`src/rtl/weight_load_ctrl.sv`:
```
// Double-buffered weight loader: streams load_len words into one of two RAM banks,
// tracks which banks hold a complete weight set, and ping-pongs between them.
module weight_load_ctrl #(
  parameter int DATA_WIDTH    = 64,
  parameter int WR_ADDR_DEPTH = 10
) (
  input  logic                    clk,
  input  logic                    rstn,
  input  logic                    start,
  input  logic [WR_ADDR_DEPTH:0]  load_len,
  input  logic                    s_valid,
  output logic                    s_ready,
  input  logic [DATA_WIDTH-1:0]   s_data,
  output logic                    wr_en,
  output logic                    wr_bank,
  output logic [WR_ADDR_DEPTH-1:0] wr_addr,
  output logic [DATA_WIDTH-1:0]   wr_data,
  output logic [1:0]              bank_full,
  input  logic [1:0]              bank_release,
  output logic                    busy,
  output logic                    done,
  output logic                    err
);

  typedef enum logic [1:0] {
    IDLE      = 2'd0,
    WAIT_BANK = 2'd1,
    LOAD      = 2'd2,
    DONE      = 2'd3
  } state_e;

  localparam logic [WR_ADDR_DEPTH:0] MAX_LEN = {1'b1, {WR_ADDR_DEPTH{1'b0}}};
  localparam logic [WR_ADDR_DEPTH:0] ONE     = {{WR_ADDR_DEPTH{1'b0}}, 1'b1};

  state_e                   state_q, state_d;
  logic [WR_ADDR_DEPTH:0]   len_q, len_d;
  logic [WR_ADDR_DEPTH:0]   cnt_q, cnt_d;
  logic                     tgt_q, tgt_d;
  logic [1:0]               full_q, full_d;
  logic                     s_ready_q, busy_q, done_q, err_q, err_d;
  logic                     wr_en_q, wr_en_d, wr_bank_q, wr_bank_d;
  logic [WR_ADDR_DEPTH-1:0] wr_addr_q, wr_addr_d;
  logic [DATA_WIDTH-1:0]    wr_data_q, wr_data_d;
  logic                     accept;
  logic                     len_ok;

  assign accept = s_valid && s_ready_q;
  assign len_ok = (load_len != {(WR_ADDR_DEPTH+1){1'b0}}) && (load_len <= MAX_LEN);

  // Next-state, bank bookkeeping and write-port staging.
  always_comb begin
    state_d   = state_q;
    len_d     = len_q;
    cnt_d     = cnt_q;
    tgt_d     = tgt_q;
    err_d     = 1'b0;
    wr_en_d   = 1'b0;
    wr_bank_d = wr_bank_q;
    wr_addr_d = wr_addr_q;
    wr_data_d = wr_data_q;
    // Releases apply first so the DONE-cycle set below overrides a same-bank release.
    full_d    = full_q & ~bank_release;
    case (state_q)
      IDLE: begin
        if (start) begin
          if (!len_ok) begin
            err_d = 1'b1;
          end else begin
            len_d   = load_len;
            cnt_d   = {(WR_ADDR_DEPTH+1){1'b0}};
            state_d = full_q[tgt_q] ? WAIT_BANK : LOAD;
          end
        end else begin
          state_d = IDLE;
        end
      end
      WAIT_BANK: begin
        if (!full_q[tgt_q]) begin
          state_d = LOAD;
        end else begin
          state_d = WAIT_BANK;
        end
      end
      LOAD: begin
        if (accept) begin
          wr_en_d   = 1'b1;
          wr_bank_d = tgt_q;
          wr_addr_d = cnt_q[WR_ADDR_DEPTH-1:0];
          wr_data_d = s_data;
          cnt_d     = cnt_q + ONE;
          if (cnt_q + ONE == len_q) begin
            state_d = DONE;
          end else begin
            state_d = LOAD;
          end
        end else begin
          state_d = LOAD;
        end
      end
      DONE: begin
        full_d[tgt_q] = 1'b1;
        tgt_d         = ~tgt_q;
        state_d       = IDLE;
      end
      default: state_d = IDLE;
    endcase
  end

  // State and output registers; status outputs decode the next state so they align with it.
  always_ff @(posedge clk or negedge rstn) begin
    if (!rstn) begin
      state_q   <= IDLE;
      len_q     <= {(WR_ADDR_DEPTH+1){1'b0}};
      cnt_q     <= {(WR_ADDR_DEPTH+1){1'b0}};
      tgt_q     <= 1'b0;
      full_q    <= 2'b00;
      s_ready_q <= 1'b0;
      busy_q    <= 1'b0;
      done_q    <= 1'b0;
      err_q     <= 1'b0;
      wr_en_q   <= 1'b0;
      wr_bank_q <= 1'b0;
      wr_addr_q <= {WR_ADDR_DEPTH{1'b0}};
      wr_data_q <= {DATA_WIDTH{1'b0}};
    end else begin
      state_q   <= state_d;
      len_q     <= len_d;
      cnt_q     <= cnt_d;
      tgt_q     <= tgt_d;
      full_q    <= full_d;
      s_ready_q <= (state_d == LOAD);
      busy_q    <= (state_d != IDLE);
      done_q    <= (state_d == DONE);
      err_q     <= err_d;
      wr_en_q   <= wr_en_d;
      wr_bank_q <= wr_bank_d;
      wr_addr_q <= wr_addr_d;
      wr_data_q <= wr_data_d;
    end
  end

  assign s_ready   = s_ready_q;
  assign busy      = busy_q;
  assign done      = done_q;
  assign err       = err_q;
  assign bank_full = full_q;
  assign wr_en     = wr_en_q;
  assign wr_bank   = wr_bank_q;
  assign wr_addr   = wr_addr_q;
  assign wr_data   = wr_data_q;

endmodule
```
`config.mk`:
```
export PLATFORM = sky130hd
export DESIGN_NAME = weight_load_ctrl
export DESIGN_NICKNAME = d
export VERILOG_FILES = /design/src/rtl/weight_load_ctrl.sv
export SDC_FILE = /design/constraint.sdc
export NUM_CORES = 1
export LEC_CHECK = 0
export BUFFER_PORTS_ARGS = -buffer_cell sky130_fd_sc_hd__buf_4
export CAP_MARGIN = 30
export CORE_MARGIN = 2
export CORE_UTILIZATION = 49
export DETAILED_ROUTE_END_ITERATION = 7
export GPL_TIMING_DRIVEN = 0
export PLACE_DENSITY = 0.79
export SLEW_MARGIN = 0
export SYNTH_ARGS = -nofsm -noshare
export SYNTH_HDL_FRONTEND = slang
export SYNTH_SLANG_ARGS = --single-unit
```
`constraint.sdc`:
```
create_clock -name clk -period 2.2 [get_ports clk]
set_input_delay 0.33 -clock clk [delete_from_list [all_inputs] [get_ports clk]]
set_output_delay 0.33 -clock clk [all_outputs]
set_load 0.03 [all_outputs]
```
==> flow_summary.yaml, run 1 <==
run_status:
  status: "finished, violations left"
  violations: "negative hold slack"
clocking:
  postCtsSetupBuffers: 0
  cts_tree: "yes"
  cts.path.max_buffers: 2
  cts_buffers: 9
  path_clk_slew_ns: 0.10
  clock-root-buffer: "clkbuf_8"
  clock_sinks: 107
  clock_latency_ns: 0.37
  htree_levels: 3
detailed_routing:
  vias_per_cell: 5.01
  routed_wl_um: 11000
  vias: 3876
  postRouteAntennaNets: 0
  first_pass_iters: 5
  first_iter_violations: 212
  wire_per_inst_um: 14.3
  drc_errors: 0
sta:
  fin_skew_ns: 0.00939
  max_freq_mhz: 496
  grt_setup_unrepaired: "false"
  finalHoldViolCount: 11
  worst_pin_slew_ns: 0.668
  hold_slack_ns: -0.0109
  slew_violations: 0
  setup_viol: 0
  finalCritPeriodShare: 0.916
  fin_ws_ns: 0.185
  relSlewSlack: 0.555
  layout_min_cycle_time_ns: 2.02
setup_path:
  slowest_delay_ns: 0.45
  cp-start-kind: "register"
  regToRegSetupSlack_ns: 0.18
  crit_required_ns: 2.46
  reg2reg_from: "cnt_q[0]"
  reg2reg_to: "state_q[0]"
  crit_path_max_fanout: 6
  cp_top_family: "compound AO/OA/AOI/OAI gates"
  critPathSlowestCell: "dfrtp_2"
  path_cells: "ha_2, nand3_1, o211ai_1, a21boi_0, a2111oi_2, and4bb_1, a21o_1"
  critPathBufInv: 0
  critical_path_class: "register to register"
  crit_path_end_kind: "register"
  critPathLaunch: "cnt_q[0]"
  arrival_ns: 2.28
  worst-r2r-cell-count: 7
grt:
  grt_overflow: 0
  grt_max_degree: 57
  grt_pass1_wl_um: 17900
  grt_pass1_vias: 3689
  antenna_found_initial: 0
  gr-usage-all-layers: 0.225
synth:
  yosysMostFrequentCell: "nand2_1"
  async_reset_ff_frac: 1.00
  netlist_top_cells_area: "dfrtp_1 (59%), nand2_1 (20%), mux2_2 (2.8%), xnor2_1 (2.3%), o21ai_0 (2.1%)"
  synthFlopType: "dfrtp_1"
  yosysTopAreaCellShare: 0.595
  ys_types: 39
  syn_area_um2: 4500
  avgSynthCellArea_um2: 9.24
  syn_nets: 569
  ys_seq_area_frac: 0.595
  yosys_warnings: 0
  synth-edff-count: 0
  postSynthCellCount: 487
  synth_common_cells: "nand2_1 (240), dfrtp_1 (107), o21ai_0 (19)"
  yosys.area.top_type: "dfrtp_1"
  synth-seq-cells: 107
cells_and_area:
  layout.nets: 743
  final_area_um2: 6080
  antenna_cells: 0
  drive_above_1_share: 0.313
  area_growth_pct: 35.0
placement:
  place_area_um2: 5880
  hpwl_um: 8130
  gp_congestion: 0.785
  io_buffers: 162
  place_worst_setup_slack_ns: -0.0208
floorplan:
  die_width_um: 99.9
  std_cell_rows: 34
  initial_core_util: 0.511
  io_pins: 163
  fp.dieArea_um2: 9970
  core-area_um2: 8810
  die_y_um: 99.9
power:
  leakagePower_nw: 3.21
  vdd_drop_max_v: 0.000515
  p_total_mw: 7.83
  powerDensity_nw_per_um2: 1290
run:
  max-cap-violations: 0
min_path:
  hold_path.class: "input pin to asynchronous set/reset pin"
## layer usage
metal / GRT usage / up-vias / part of all wire
li1: - / 1885 / -
met1: 0.306 / 1824 / 0.42
met2: 0.365 / 141 / 0.50
met3: 0.0376 / 26 / 0.052
met4: 0.0917 / 0 / 0.026
met5: 0 / - / 0
## metrics by stage
stage | util | instances | TNS (ns)
2_1_floorplan | - | 487 | 0
3_3_place_gp | 0.665 | 757 | 0
3_5_place_dp | 0.668 | 758 | -0.0754
4_1_cts | 0.690 | 773 | 0
5_1_grt | 0.690 | 773 | 0
6_report | 0.690 | 773 | 0
## cells by family after synthesis
family,synth area share
DFF,0.595
and+or+nand+nor,0.261
muxes,0.0275
adders and majority gates,0.00278
AOI/OAI and AO/OA,0.0478
xor gates and xnor gates,0.0350
buffers and inverters,0.0314
## layout by cell type, fill, tap and decap left out, types with 5 or more instances in the layout
cell type    n
nand2_1    240
xor2_1       6
nand3_1      9
buf_2        8
o21ai_0     19
clkbuf_1    17
inv_1        5
clkbuf_8     9
buf_4      162
mux2_2      11
dfrtp_1    105
xnor2_1     12
nor2_1      15
## flip-flops by register name, indices dropped and copies added (netlist names)
name,count
done,1
err,1
wr_en,1
state_q,2
wr_data,64
wr_addr,10
cnt_q,11
len_q,11
bank_full,2
s_ready,1
wr_bank,1
tgt_q,1
busy,1
## repair_timing
item | in CTS | in global routing
hold buffers | 0 | 0
cloned | 0 | 0
gates resized for setup | 1 | 3
endpoints found under the setup margin | 1 | 3
pin swaps | 0 | 0
## where the power goes
| part | total, mW | internal [mW] | switching (mW) |
|---|---|---|---|
| registers | 3.09 | 2.64 | 0.449 |
| logic | 3.55 | 1.32 | 2.23 |
| clock network | 1.19 | 0.529 | 0.665 |
## area by class of cell
| class | instances | area [um^2] |
|---|---|---|
| Fill cell | 701 | 2730 |
| Sequential cell | 107 | 2680 |
| Multi-Input combinational cell | 347 | 1690 |
| Timing Repair Buffer | 163 | 1240 |
| Tap cell | 108 | 135 |
| Clock buffer | 10 | 128 |
| Buffer | 27 | 119 |
| Clock inverter | 5 | 63.8 |
| Inverter | 6 | 22.5 |
## worst max path at each step
stage	slack (ns)	endpoint	cells after the start
4_1_cts	0.05	s_ready	7
3_3_place_gp	0.11	s_ready	7
2_1_floorplan	0.34	s_ready	7
5_1_grt	0.03	s_ready	7
3_5_place_dp	-0.02	len_q[0]	7
6_report	0.18	state_q[0]	7
Power figures use the tool's default switching activity.
==> run 2: changes to the inputs <==
--- a/config.mk
+++ b/config.mk
@@ -7,6 +7,7 @@
 export LEC_CHECK = 0
 export BUFFER_PORTS_ARGS = -buffer_cell sky130_fd_sc_hd__buf_4
 export CAP_MARGIN = 30
+export CORE_ASPECT_RATIO = 1.5
 export CORE_MARGIN = 2
 export CORE_UTILIZATION = 49
 export DETAILED_ROUTE_END_ITERATION = 7
==> flow_summary.yaml, run 2 (same netlist as run 1, synthesis figures left out) <==
run_status:
  status: "completed"
clocking:
  clock_sinks: 107
  clock_latency_ns: 0.34
  clock-root-buffer: "clkbuf_16"
  cts_tree: "yes"
  postCtsSetupBuffers: 0
  path_clk_slew_ns: 0.07
  htree_levels: 3
  cts_buffers: 9
  cts.path.max_buffers: 2
setup_path:
  crit_path_max_fanout: 7
  path_cells: "clkbuf_1, nor4bb_1, a21boi_0, a2111oi_2, and4bb_1, o21ai_1"
  critical_path_class: "register to register"
  slowest_delay_ns: 0.49
  cp-start-kind: "register"
  critPathSlowestCell: "nor4bb_1"
  crit_path_end_kind: "register"
  arrival_ns: 2.41
  crit_required_ns: 2.43
detailed_routing:
  drc_errors: 0
  vias: 3909
  first_iter_violations: 221
  postRouteAntennaNets: 0
  routed_wl_um: 11300
  first_pass_iters: 4
  vias_per_cell: 5.03
  wire_per_inst_um: 14.6
floorplan:
  io_pins: 163
  die_y_um: 121
  die_width_um: 82.3
  core-area_um2: 8880
  std_cell_rows: 42
  fp.dieArea_um2: 9990
  initial_core_util: 0.507
sta:
  worst_pin_slew_ns: 0.511
  layout_min_cycle_time_ns: 2.18
  finalSetupTns_ns: 0
  hold_slack_ns: 0.166
  max_freq_mhz: 459
  fin_skew_ns: 0.00521
  relSlewSlack: 0.659
  setup_viol: 0
  finalHoldViolCount: 0
  grt_setup_unrepaired: "false"
  slew_violations: 0
  fin_ws_ns: 0.0231
  finalCritPeriodShare: 0.989
placement:
  io_buffers: 162
  place_area_um2: 5880
  gp_congestion: 0.849
  hpwl_um: 8560
  place_worst_setup_slack_ns: -0.0128
cells_and_area:
  layout_commonest_cell: "nand2_1"
  layout.nets: 744
  mostFrequentLayoutCells: "nand2_1 (240), buf_4 (162), dfrtp_1 (106)"
  final_core_util: 0.696
  largest_register_ffs: 64
  area_growth_pct: 37.3
  antenna_cells: 0
  drive_above_1_share: 0.310
  final_area_um2: 6180
power:
  vdd_drop_max_v: 0.000737
  powerDensity_nw_per_um2: 1320
  leakagePower_nw: 3.27
grt:
  gr-usage-all-layers: 0.234
  antenna_found_initial: 0
  grt_overflow: 0
  grt_pass1_wl_um: 17700
  grt_max_degree: 71
  grt_pass1_vias: 3853
run:
  max-cap-violations: 0
min_path:
  hold_path.class: "input pin to register"
run 2: layout make-up:
cell class / instances / area [um^2]
plain buffers: 27 / 119
well taps: 110 / 138
clock inverters: 3 / 21.3
inverters: 6 / 22.5
fillers: 711 / 2700
multi-input cells: 347 / 1690
repair buffers: 164 / 1250
flip-flops and latches: 107 / 2680
clock buffers: 13 / 260
run 2: metrics by stage:
step                total power, mW  instances
global route                   8.62        777
global placement               6.55        759
CTS                            8.22        777
finish                         8.16        777
floorplan                      5.24        487
detailed placement             6.69        760
run 2: path summary, 6_finish.rpt:
path	startpoint	to	slack (ns)	depth (start not counted)
setup reg to reg	cnt_q[9]	s_ready	0.02	6
hold / removal	bank_release[0]	bank_full[0]	0.17	2
hold reg to reg	wr_addr[0]	wr_addr[0]	0.47	2
max in group asynchronous	rstn	cnt_q[0]	1.00	3
min in group asynchronous	rstn	len_q[4]	0.50	2
setup / recovery	cnt_q[9]	s_ready	0.02	6
run 2: per-layer routing:
metal  up-vias  part of all wire  track usage
li1       1900                 -            -
met4         0             0.038        0.134
met1      1857              0.37        0.272
met2       123              0.54        0.403
met5         -                 0            0
met3        29             0.050       0.0275
run 2: critical path: cells and delay by family, from the launching register on:
kind            cells  cell delay (ns)
compound gates      3             0.61
flops               1             0.35
buf+inv             1             0.30
simple gates        2             0.81
run 2: where the power goes:
part / switching [mW] / leakage, nW / total [mW] / internal [mW]
clock network: 0.681 / 0.136 / 1.51 / 0.833
logic: 2.24 / 1.79 / 3.57 / 1.32
registers: 0.436 / 1.34 / 3.08 / 2.65
run 2: what timing repair did:
action,in CTS,in global routing
hold endpoints to repair,37,0
gates resized for setup,1,2
hold buffers,1,0
endpoints found under the setup margin,2,3
